[src/rtl/mem_copy_master_if.sv]
// rtl/mem_copy_master_if.sv - off-chip memory request/response bus
interface mem_copy_master_if #(
    parameter int ADDR_W = 7,
    parameter int DATA_W = 8
);
    logic              Mout_oe_ram;
    logic              Mout_we_ram;
    logic [ADDR_W-1:0] Mout_addr_ram;
    logic [DATA_W-1:0] Mout_Wdata_ram;
    logic [7:0]        Mout_data_ram_size;
    logic [DATA_W-1:0] M_Rdata_ram;
    logic              M_DataRdy;

    modport master (
        output Mout_oe_ram, Mout_we_ram, Mout_addr_ram, Mout_Wdata_ram, Mout_data_ram_size,
        input  M_Rdata_ram, M_DataRdy
    );

    modport slave (
        input  Mout_oe_ram, Mout_we_ram, Mout_addr_ram, Mout_Wdata_ram, Mout_data_ram_size,
        output M_Rdata_ram, M_DataRdy
    );
endinterface

[src/rtl/mem_copy_master.sv]
// rtl/mem_copy_master.sv - byte-by-byte memory copy initiator
module mem_copy_master #(
    parameter int ADDR_W  = 7,
    parameter int DATA_W  = 8,
    parameter int LEN_W   = 8,
    parameter int TIMEOUT = 255
) (
    input  logic              clock,
    input  logic              reset,
    input  logic              start_port,
    input  logic [ADDR_W-1:0] src_addr,
    input  logic [ADDR_W-1:0] dst_addr,
    input  logic [LEN_W-1:0]  length,
    mem_copy_master_if.master mem,
    output logic              done_port,
    output logic              busy,
    output logic              err_timeout,
    output logic [LEN_W-1:0]  bytes_done
);
    localparam logic [2:0] IDLE  = 3'd0;
    localparam logic [2:0] RD    = 3'd1;
    localparam logic [2:0] GAP_R = 3'd2;
    localparam logic [2:0] WR    = 3'd3;
    localparam logic [2:0] GAP_W = 3'd4;
    localparam logic [2:0] DONE  = 3'd5;

    localparam logic [ADDR_W-1:0] ADDR_ONE = ADDR_W'(1);
    localparam logic [LEN_W-1:0]  LEN_ONE  = LEN_W'(1);
    localparam logic [15:0]       WAIT_MAX = 16'(TIMEOUT - 1);
    localparam logic [7:0]        SIZE_BITS = 8'(DATA_W);

    logic [2:0]        state_q, state_d;
    logic [ADDR_W-1:0] src_q, src_d, dst_q, dst_d;
    logic [LEN_W-1:0]  len_q, len_d, cnt_q, cnt_d;
    logic [DATA_W-1:0] data_q, data_d;
    logic [15:0]       wait_q, wait_d;
    logic              err_q, err_d;

    logic              oe_q, oe_d, we_q, we_d, done_q, done_d, busy_q, busy_d;
    logic [ADDR_W-1:0] addr_q, addr_d;
    logic [DATA_W-1:0] wdata_q, wdata_d;
    logic [7:0]        size_q, size_d;

    always_comb begin
        state_d = state_q;
        src_d   = src_q;
        dst_d   = dst_q;
        len_d   = len_q;
        cnt_d   = cnt_q;
        data_d  = data_q;
        wait_d  = wait_q;
        err_d   = err_q;
        case (state_q)
            IDLE: begin
                if (start_port) begin
                    src_d   = src_addr;
                    dst_d   = dst_addr;
                    len_d   = length;
                    cnt_d   = '0;
                    err_d   = 1'b0;
                    wait_d  = '0;
                    state_d = (length == '0) ? DONE : RD;
                end
            end
            RD: begin
                if (mem.M_DataRdy) begin
                    data_d  = mem.M_Rdata_ram;
                    state_d = GAP_R;
                end else if (wait_q == WAIT_MAX) begin
                    err_d   = 1'b1;
                    state_d = DONE;
                end else begin
                    wait_d = wait_q + 16'd1;
                end
            end
            GAP_R: begin
                wait_d  = '0;
                state_d = WR;
            end
            WR: begin
                if (mem.M_DataRdy) begin
                    cnt_d   = cnt_q + LEN_ONE;
                    src_d   = src_q + ADDR_ONE;
                    dst_d   = dst_q + ADDR_ONE;
                    state_d = GAP_W;
                end else if (wait_q == WAIT_MAX) begin
                    err_d   = 1'b1;
                    state_d = DONE;
                end else begin
                    wait_d = wait_q + 16'd1;
                end
            end
            GAP_W: begin
                wait_d  = '0;
                state_d = (cnt_q == len_q) ? DONE : RD;
            end
            DONE:    state_d = IDLE;
            default: state_d = IDLE;
        endcase
    end

    // Bus outputs are derived from the next state so they are registered yet
    // line up with the state they belong to.
    always_comb begin
        oe_d    = (state_d == RD);
        we_d    = (state_d == WR);
        addr_d  = oe_d ? src_d : (we_d ? dst_d : '0);
        wdata_d = we_d ? data_d : '0;
        size_d  = (oe_d || we_d) ? SIZE_BITS : 8'd0;
        done_d  = (state_d == DONE);
        busy_d  = (state_d != IDLE);
    end

    always_ff @(posedge clock) begin
        if (reset) begin
            state_q <= IDLE;
            src_q   <= '0;
            dst_q   <= '0;
            len_q   <= '0;
            cnt_q   <= '0;
            data_q  <= '0;
            wait_q  <= '0;
            err_q   <= 1'b0;
            oe_q    <= 1'b0;
            we_q    <= 1'b0;
            addr_q  <= '0;
            wdata_q <= '0;
            size_q  <= '0;
            done_q  <= 1'b0;
            busy_q  <= 1'b0;
        end else begin
            state_q <= state_d;
            src_q   <= src_d;
            dst_q   <= dst_d;
            len_q   <= len_d;
            cnt_q   <= cnt_d;
            data_q  <= data_d;
            wait_q  <= wait_d;
            err_q   <= err_d;
            oe_q    <= oe_d;
            we_q    <= we_d;
            addr_q  <= addr_d;
            wdata_q <= wdata_d;
            size_q  <= size_d;
            done_q  <= done_d;
            busy_q  <= busy_d;
        end
    end

    assign mem.Mout_oe_ram        = oe_q;
    assign mem.Mout_we_ram        = we_q;
    assign mem.Mout_addr_ram      = addr_q;
    assign mem.Mout_Wdata_ram     = wdata_q;
    assign mem.Mout_data_ram_size = size_q;
    assign done_port              = done_q;
    assign busy                   = busy_q;
    assign err_timeout            = err_q;
    assign bytes_done             = cnt_q;
endmodule

[src/flat_wrapper.sv]
// flat-port wrapper written by rule: the top's interface ports become plain ports
module mem_copy_master_flat 
#(
    parameter int ADDR_W  = 7,
    parameter int DATA_W  = 8,
    parameter int LEN_W   = 8,
    parameter int TIMEOUT = 255
)
  (clock, reset, start_port, src_addr, dst_addr, length, done_port, busy, err_timeout, bytes_done, mem_Mout_oe_ram, mem_Mout_we_ram, mem_Mout_addr_ram, mem_Mout_Wdata_ram, mem_Mout_data_ram_size, mem_M_Rdata_ram, mem_M_DataRdy);
  mem_copy_master_if #(.ADDR_W(ADDR_W), .DATA_W(DATA_W)) mem_i ();
  input  logic clock;
  input  logic reset;
  input  logic start_port;
  input  logic [ADDR_W-1:0] src_addr;
  input  logic [ADDR_W-1:0] dst_addr;
  input  logic [LEN_W-1:0] length;
  output logic done_port;
  output logic busy;
  output logic err_timeout;
  output logic [LEN_W-1:0] bytes_done;
  output wire logic [$bits(mem_i.Mout_oe_ram)-1:0] mem_Mout_oe_ram;
  output wire logic [$bits(mem_i.Mout_we_ram)-1:0] mem_Mout_we_ram;
  output wire logic [$bits(mem_i.Mout_addr_ram)-1:0] mem_Mout_addr_ram;
  output wire logic [$bits(mem_i.Mout_Wdata_ram)-1:0] mem_Mout_Wdata_ram;
  output wire logic [$bits(mem_i.Mout_data_ram_size)-1:0] mem_Mout_data_ram_size;
  input wire logic [$bits(mem_i.M_Rdata_ram)-1:0] mem_M_Rdata_ram;
  input wire logic [$bits(mem_i.M_DataRdy)-1:0] mem_M_DataRdy;
  assign mem_Mout_oe_ram = mem_i.Mout_oe_ram;
  assign mem_Mout_we_ram = mem_i.Mout_we_ram;
  assign mem_Mout_addr_ram = mem_i.Mout_addr_ram;
  assign mem_Mout_Wdata_ram = mem_i.Mout_Wdata_ram;
  assign mem_Mout_data_ram_size = mem_i.Mout_data_ram_size;
  assign mem_i.M_Rdata_ram = mem_M_Rdata_ram;
  assign mem_i.M_DataRdy = mem_M_DataRdy;
  mem_copy_master #(.ADDR_W(ADDR_W), .DATA_W(DATA_W), .LEN_W(LEN_W), .TIMEOUT(TIMEOUT)) u_core (.clock(clock), .reset(reset), .start_port(start_port), .src_addr(src_addr), .dst_addr(dst_addr), .length(length), .mem(mem_i), .done_port(done_port), .busy(busy), .err_timeout(err_timeout), .bytes_done(bytes_done));
endmodule
[config.mk]
export PLATFORM = sky130hd
export DESIGN_NAME = mem_copy_master_flat
export DESIGN_NICKNAME = d
export VERILOG_FILES = /design/src/rtl/mem_copy_master_if.sv /design/src/rtl/mem_copy_master.sv /design/src/flat_wrapper.sv
export SDC_FILE = /design/constraint.sdc
export NUM_CORES = 1
export LEC_CHECK = 0
export ABC_AREA = 0
export CAP_MARGIN = 20
export CORE_ASPECT_RATIO = 1.25
export CORE_UTILIZATION = 30
export CTS_BUF_LIST = sky130_fd_sc_hd__clkbuf_8 sky130_fd_sc_hd__clkbuf_16
export CTS_CLUSTER_SIZE = 16
export DETAILED_ROUTE_END_ITERATION = 16
export GPL_TIMING_DRIVEN = 0
export PLACE_DENSITY_LB_ADDON = 0.08
export SLEW_MARGIN = 0
export SYNTH_ARGS = -nofsm -noshare
export SYNTH_HDL_FRONTEND = slang
export SYNTH_SLANG_ARGS = --single-unit
[constraint.sdc]
create_clock -name clock -period 6.1 [get_ports clock]
set_input_delay 0.61 -clock clock [delete_from_list [all_inputs] [get_ports clock]]
set_output_delay 0.61 -clock clock [all_outputs]
set_load 0.005 [all_outputs]
== Word level (Yosys, flattened, before mapping) ==
Cells that the tools add are included.

* Bits in registers: 85
* Input bits: 34
* Output and inout port bits: 36
* Logic and storage cells: 77

* Add/subtract/negate cells: 4
* Equality and inequality tests: 14
* Muxes and demuxes: 29
* Bitwise gates (word level): 1
* Reduce and logical (&&, ||, !) cells: 14

{| class="wikitable"
|+ Operators by type and width
! cell !! count
|-
| 2-to-1 mux 16 bit || 3
|-
| case mux 16 bit (3 select lines) || 1
|-
| 2-to-1 mux 7 bit || 6
|-
| 2-to-1 mux 8 bit || 4
|-
| case mux 7 bit (2 select lines) || 2
|-
| 2-to-1 mux 3 bit || 6
|-
| adder 16 x 1 -> 16 bit, second input constant || 1
|-
| equality test 16 x 8 -> 1 bit, second input constant || 1
|-
| case mux 8 bit (2 select lines) || 1
|-
| case mux 3 bit (5 select lines) || 1
|-
| adder 7 x 1 -> 7 bit, second input constant || 2
|-
| equality test 3 x 2 -> 1 bit, second input constant || 3
|-
| adder 8 x 1 -> 8 bit, second input constant || 1
|-
| equality test 8 bit || 1
|-
| zero test 8 bit || 1
|-
| inequality test 2 bit, second input constant || 4
|-
| AND reduction 4 bit || 2
|-
| equality test 3 x 1 -> 1 bit, second input constant || 2
|-
| equality test 3 bit, second input constant || 2
|-
| nonzero test 3 bit || 2
|-
| OR reduction 2 bit || 3
|-
| 2-to-1 mux 4 bit || 1
|-
| nonzero test 2 bit || 2
|-
| zero test 3 bit || 1
|-
| 7 further kinds || 9
|}

== Logic depth before layout (Yosys ltp) ==
Gate-level depths: netlist of the first run.

* Word-level depth: 7
* Gate-level depth with buffers: 8

== Worst setup path before layout of the first run ==
Ideal clock, no wire load.

* Path type: in2reg
* Start point: input port start_port
* End point: register u_core.addr_q[6] (netlist: u_core.mem.Mout_addr_ram[6])
* Arrival: 1.932 ns
* Slack: 4.051 ns
* Stages on the path: 6
* Buffers on the path: 2
* Cell sequence: or4_1 > and3_1 > buf_2 > and2_1 > buf_4 > a22o_1

* Word-level cells in the longest chain between the ends: 5
* Elaborated cells on any way between the ends: 10
* Classes of those cells: eq/ne: 2; mux: 8

{| class="wikitable"
|+ RTL lines
! element !! RTL line !! RTL
|-
| from (decl) || flat_wrapper.sv:13 || <nowiki>input logic start_port;</nowiki>
|-
| 2-to-1 mux 3 bit || mem_copy_master.sv:55 || <nowiki>if (start_port) begin</nowiki>
|-
| case mux 3 bit (5 select lines) || mem_copy_master.sv:53 || <nowiki>case (state_q)</nowiki>
|-
| equality test 3 x 2 -> 1 bit || mem_copy_master.sv:106 || <nowiki>we_d = (state_d == WR);</nowiki>
|-
| 2-to-1 mux 7 bit || mem_copy_master.sv:107 || <nowiki>addr_d = oe_d ? src_d : (we_d ? dst_d : '0);</nowiki>
|-
| 2-to-1 mux 7 bit * || mem_copy_master.sv:107 ||
|-
| to (signal assigned) || mem_copy_master.sv:142 || <nowiki>addr_q <= addr_d;</nowiki>
|-
| to (decl) || mem_copy_master.sv:40 || <nowiki>logic [ADDR_W-1:0] addr_q, addr_d;</nowiki>
|}

Mark *: on every way between the ends. The rest lies on a longest branch, timed or not.
A chain may end at the register's enable or synchronous reset.

== Worst setup path in the final report of the first run ==
* Start point: input port start_port
* End point: register u_core.addr_q[4] (netlist: u_core.mem.Mout_addr_ram[4])

The elaborated chain is that of the path after synthesis.

==> reports/qor.csv, run 1 <==
metric,value,unit
outcome,"complete, no violations",
clk sinks,78,
total congestion overflow,0,
Die Footprint,12400,um2
Clk pwr share,42.5,%
pwr/cell area,258,nW/um2
Detailed Route WL,9440,um
DRT iter0 DRCs,91,
worst min path class,flip-flop to flip-flop,
first-pass GRT wire length,15200,um
WP buf/inv,2,
combinational share of power,12.8,%
delay of the slowest critical-path stage,0.62,ns
design area,4710,um2
number of global-route vias before repair,3079,
crit path kind,input pin to flip-flop,
Slew @ Worst Pin,0.713,ns
R2R depth,8,
worst-path fanout max,10,
Avg Inst Size Synth,8.91,um2
"Async S/R FF share, synth",0,%
WP data arrival,2.83,ns
share of layout cells above drive strength 1,9.69,%
setup ws final,3.55,ns
"Primary FF master, synth",dfxtp_1,
worst hold slack,0.468,ns
via count,3167,
cts bufs inserted,9,
GRT Util Overall,16.1,%
HP Start,u_core.len_q[7],
Longest Clk Path Bufs,2,
worst vdd ir,124,uV
post-DP HPWL,6960,um
H-tree levels,3,
Initial Utilization,30.8,%
"most common cell after layout, fill and taps aside",dfxtp_1,
# port buffers,62,
Die Span Y,124,um
RSZ-0062 raised after global routing,false,
post-route ant nets,0,
num rows,44,
Post-CTS Setup Inserts,0,
Max-cap violations,0,
final RePlAce weighted congestion,0.761,
WP data required,6.38,ns
endpoints failing setup,0,
fin crit share,41.7,%
setup_tns,0,ns
Layout area overhead,31.8,%
clk slew on worst S/H paths,0.07,ns
post-layout min period,2.55,ns
worst hold endpoint,u_core.len_q[7],
final hold vios,0,
Net Sw Frac,26.9,%
Core ar.,11600,um2
CTS resizes,0,
net load switching power,326,uW
area share of the largest cell type after synthesis,43.7,%
io pins,70,
Seq pwr share,44.8,%
Root Buffer,clkbuf_16,
post-synthesis sequential area ratio,43.7,%
# DRC,0,
detailed-route vias per instance,4.90,
fmax,393,MHz
Worst R2R Setup Slack,3.93,ns
Post-synth EDFFs,0,
initial antenna violation count,0,
Ant. Diodes,0,
R2R Path End,u_core.mem.Mout_addr_ram[4],
CP Cell Sequence,"clkdlybuf4s50_1, nor4b_2, clkbuf_1, a22oi_1, a21oi_1, a22o_1",
slowest library cell on the worst path,nor4b_2,
Critical Path Start Type,input pin,
pre-CTS setup slack,3.15,ns
largest net degree at the start of global routing,17,
kind of end point of the critical path,flip-flop,
first-pass iteration count of the detailed router,4,
largest cells by area after synthesis,"dfxtp_1, a21oi_1, nand2_1",
Post-DP Area,4420,um2
Hold Path Stages,2,
Die Width,99.6,um
Critical R2R Launch,u_core.wait_q[0],
cell accounting for the most synthesized area,dfxtp_1,
Mapped Cells,401,
Synth cell types,57,
drt wl/cell,14.6,um
# hold bufs at CTS,0,
internal power,888,uW
"delay-heaviest family, CP",buffers and inverters,
slew margin rel.,52.3,%
Slew Limit Fails,0,
Leak Pwr,0.00164,uW
CP Launch Point,start_port,
Clock Latency Late Sink,0.34,ns
#FFs+latches synth,78,
Synth Cell Area,3570,um2
final net count,519,
CTS tree,done,
most frequent cells in the layout,"dfxtp_1, clkdlybuf4s50_1, nand2_1, nor2_1, a21oi_1",
Yosys warning count,0,
skew final,0.00555,ns
[per-layer routing]
layer	part of all wire, %	global-route usage (%)	wire length, um
met1	45	19.2	4250
met2	49	27.6	4670
met4	2.1	7.17	195
met5	0	0	0
met3	3.4	3.76	324
[worst max path at each step]
stage,to,slack (ns),cells past startpoint
after floorplan,u_core.mem.Mout_addr_ram[6],4.05,6
after global placement,u_core.mem.Mout_addr_ram[4],3.20,6
after detailed placement,u_core.mem.Mout_addr_ram[4],3.15,6
after CTS,u_core.mem.Mout_addr_ram[4],3.52,6
after global routing,u_core.mem.Mout_addr_ram[4],3.37,6
final,u_core.mem.Mout_addr_ram[4],3.55,6
[layout make-up]
class / instances / area [um2]
repair buffers: 62 / 621
flip-flops and latches: 78 / 1560
inverters: 5 / 18.8
clock buffers: 9 / 225
multi-input cells: 297 / 1850
clock inverters: 7 / 65.1
well taps: 161 / 201
plain buffers: 27 / 164
fillers: 1178 / 6910
[stage by stage]
step | utilization (%) | total power, uW | std cells
finish | 40.5 | 1210 | 646
global route | 40.5 | 1280 | 646
CTS | 40.5 | 1230 | 646
detailed placement | 38.0 | 712 | 630
global placement | 38.0 | 711 | 630
floorplan | - | 644 | 407
[worst reg2reg max path, delay by kind of cell, from the launching register on]
family | cells | cell delay [ns]
simple gates | 2 | 0.37
flops | 1 | 0.39
buf+inv | 2 | 0.22
compound gates | 3 | 0.93
fa+ha+maj | 1 | 0.20
[flip-flops by register name, summed over array words and instances, names as in the netlist]
name,flops
u_core.mem.Mout_data_ram_size,1
u_core.len_q,8
u_core.mem.Mout_Wdata_ram,8
u_core.src_q,7
u_core.mem.Mout_we_ram,1
u_core.err_timeout,1
u_core.wait_q,16
u_core.state_q,3
u_core.done_port,1
u_core.mem.Mout_oe_ram,1
u_core.mem.Mout_addr_ram,7
u_core.bytes_done,8
u_core.dst_q,7
u_core.busy,1
u_core.data_q,8
[power by group through the flow]
stage	logic (uW)	registers (uW)	clock network, uW
after floorplan	90.0	554	0
after global placement	156	555	0
after detailed placement	156	556	0
after CTS	157	544	532
after global routing	172	546	557
final	155	544	516
[cells in the mapped netlist (2+ instances only)]
cell,n
clkbuf_1,10
a22o_1,7
buf_4,9
xnor2_1,12
and3b_1,2
or4_1,3
nand2b_1,2
nand4_1,7
dfxtp_1,78
and2_1,2
and4b_1,2
ha_1,5
o211ai_1,2
nand3_1,9
o31a_1,2
or3_1,14
buf_6,3
nor3_1,21
and4_1,5
a31oi_1,5
a222oi_1,2
nor2_1,38
a2bb2oi_1,2
a21oi_1,36
nand2_1,40
nand3b_1,3
nor4_4,2
nor4_1,4
o31ai_1,2
inv_1,5
a22oi_1,3
buf_2,5
nor4b_2,2
and3_1,4
xor2_1,4
o21ai_0,19
mux2i_1,10
[cell families (layout without fill, tap and decap cells)]
kind of cell | Yosys count | count (layout) | share of synthesized area, %
AOI/OAI and AO/OA | 91 | 91 | 16.8
xor gates and xnor gates | 16 | 16 | 3.92
adders and majority gates | 5 | 5 | 1.75
buffers and inverters | 32 | 110 | 5.11
DFF | 78 | 78 | 43.7
muxes | 10 | 10 | 2.80
other | 1 | 7 | 0.105
and+or+nand+nor | 168 | 168 | 25.8
Note: power is estimated with default switching activity, not from simulation.
==> inputs of run 2 (changes only) <==
Clock period 6.1 ns to 2.06 ns, I/O delays scaled along.
==> reports/qor.csv, run 2 (synthesized netlist as in run 1, its figures left out) <==
metric,value,unit,change
crit path kind,flip-flop to flip-flop,,
R2R depth,9,,+1
first-pass GRT wire length,15300,um,+0.77%
pwr/cell area,755,nW/um2,+190%
post-DP HPWL,6960,um,unchanged
fill cell count,1169,,-0.76%
"most common cell after layout, fill and taps aside",dfxtp_1,,
drt wl/cell,14.6,um,-0.25%
cts bufs inserted,9,,unchanged
clk sinks,78,,unchanged
Critical R2R Launch,u_core.wait_q[0],,
design area,4790,um2,+1.8%
Longest Clk Path Bufs,2,,unchanged
internal power,2640,uW,+200%
Ant. Diodes,0,,unchanged
CTS tree,done,,
Core ar.,11600,um2,unchanged
Clk pwr share,42.2,%,-0.3 points
R2R Path End,u_core.mem.Mout_addr_ram[5],,
Post-DP Area,4420,um2,unchanged
via count,3191,,+0.76%
final hold vios,0,,unchanged
Root Buffer,clkbuf_16,,
endpoints failing setup,0,,unchanged
worst vdd ir,368,uV,+200%
Worst R2R Setup Slack,0.11,ns,-3.82 ns
outcome,"complete, no violations",,
# DRC,0,,unchanged
H-tree levels,3,,unchanged
WP data required,2.29,ns,-4.09 ns
io pins,70,,unchanged
Final Core Density,41.2,%,+0.72 points
final net count,522,,+0.58%
worst min path class,input pin to flip-flop,,
num rows,44,,unchanged
final RePlAce weighted congestion,0.761,,unchanged
number of flip-flops in the largest register,16,,unchanged
Die Footprint,12400,um2,unchanged
Clock Latency Late Sink,0.34,ns,about the same
Biggest register,u_core.wait_q,,
Slew @ Worst Pin,0.586,ns,-0.127 ns
most frequent cells in the layout,"dfxtp_1, clkdlybuf4s50_1, nand2_1, nor2_1, a21oi_1",,
Layout area overhead,34.1,%,
clk slew on worst S/H paths,0.07,ns,about the same
HP Start,src_addr[0],,
worst-path fanout max,6,,-4
Critical Path Start Type,flip-flop,,
GRT Util Overall,16.2,%,+0.11 points
number of global-route vias before repair,3106,,+0.88%
Max-cap violations,0,,unchanged
net load switching power,973,uW,+200%
post-route ant nets,0,,unchanged
largest net degree at the start of global routing,17,,unchanged
skew final,0.00539,ns,-0.000159 ns
Die Width,99.6,um,unchanged
first-pass iteration count of the detailed router,4,,unchanged
Slew Limit Fails,0,,unchanged
Leak Pwr,0.00169,uW,+2.9%
DRT iter0 DRCs,81,,-11%
kind of end point of the critical path,flip-flop,,
total congestion overflow,0,,unchanged
initial antenna violation count,0,,unchanged
post-layout min period,1.95,ns,
Hold Path Stages,3,,+1
WP data arrival,2.19,ns,-0.64 ns
fin crit share,94.9,%,
Net Sw Frac,26.9,%,+0.047 points
share of layout cells above drive strength 1,11.9,%,+2.2 points
slew margin rel.,60.9,%,+8.6 points
Die Span Y,124,um,unchanged
detailed-route vias per instance,4.92,,+0.29%
worst hold endpoint,u_core.src_q[0],,
fmax,512,MHz,
Seq pwr share,44.6,%,-0.2 points
Detailed Route WL,9460,um,+0.21%
combinational share of power,13.2,%,+0.4 points
RSZ-0062 raised after global routing,false,,
Initial Utilization,30.8,%,unchanged
# port buffers,62,,unchanged
==> run 2: cell count changes in the layout (fill, tap and decap cells not counted), sizes merged <==
cell and change:
buf +3, clkdlybuf4s50 -1, dlymetal6s2s +1
==> run 2: worst max-delay path, cell delays in order, from the launching register on <==
cell      delay, ns
dfxtp_4        0.36
inv_1          0.04
ha_1           0.20
and3b_1        0.19
a41o_4         0.24
a311oi_4       0.21
buf_6          0.17
nor4_4         0.04
buf_4          0.17
a22o_1         0.23
==> run 2: power by group through the flow <==
stage | clock (uW) | sequential, uW | combinational [uW]
6_report | 1530 | 1610 | 478
4_1_cts | 1580 | 1610 | 477
3_5_place_dp | 0 | 1650 | 463
2_1_floorplan | 0 | 1640 | 266
5_1_grt | 1650 | 1620 | 531
3_3_place_gp | 0 | 1640 | 462
==> run 2: through the flow <==
step	TNS [ns]	setup slack, ns	hold slack, ns	total power [uW]	std cells
finish	0	0.105	0.449	3620	649
global route	0	0.00188	0.465	3800	649
CTS	0	0.00427	0.440	3670	649
detailed placement	-10.25	-0.483	0.462	2110	630
global placement	-9.40	-0.438	0.456	2110	630
floorplan	0	0.142	0.290	1910	407
==> run 2: what timing repair did <==
item                                    in CTS  in global routing
hold buffers                                 0                  0
resized for setup                            3                 13
endpoints found under the hold margin        0                  0
buffers inserted                             3                  1
endpoints found under the setup margin      19                 22
gates cloned                                 0                  0
pin swaps                                    3                  2
==> run 2: metal layers <==
metal	vias to the layer above	global-route usage, %	wire length, um
li1	1612	-	-
met1	1494	19.1	4170
met2	66	28.1	4740
met3	19	3.76	352
met4	0	7.26	206
met5	-	0	0
==> run 2: how the worst max path moves through the flow <==
stage / start / endpoint / depth (start not counted)
finish: u_core.wait_q[0] / u_core.mem.Mout_addr_ram[5] / 9
global route: u_core.wait_q[0] / u_core.mem.Mout_addr_ram[5] / 9
CTS: u_core.wait_q[0] / u_core.mem.Mout_addr_ram[5] / 9
detailed placement: start_port / u_core.mem.Mout_addr_ram[4] / 6
global placement: start_port / u_core.mem.Mout_addr_ram[4] / 6
floorplan: u_core.wait_q[0] / u_core.wait_q[14] / 8
==> run 2: final cells by class <==
cell class	count	area, um2	area share [%]
clock buffers	9	225	4.70
flip-flops and latches	78	1570	32.7
clock inverters	7	65.1	1.36
inverters	5	18.8	0.392
multi-input cells	297	1890	39.5
repair buffers	66	657	13.7
plain buffers	26	165	3.45
well taps	161	201	4.20
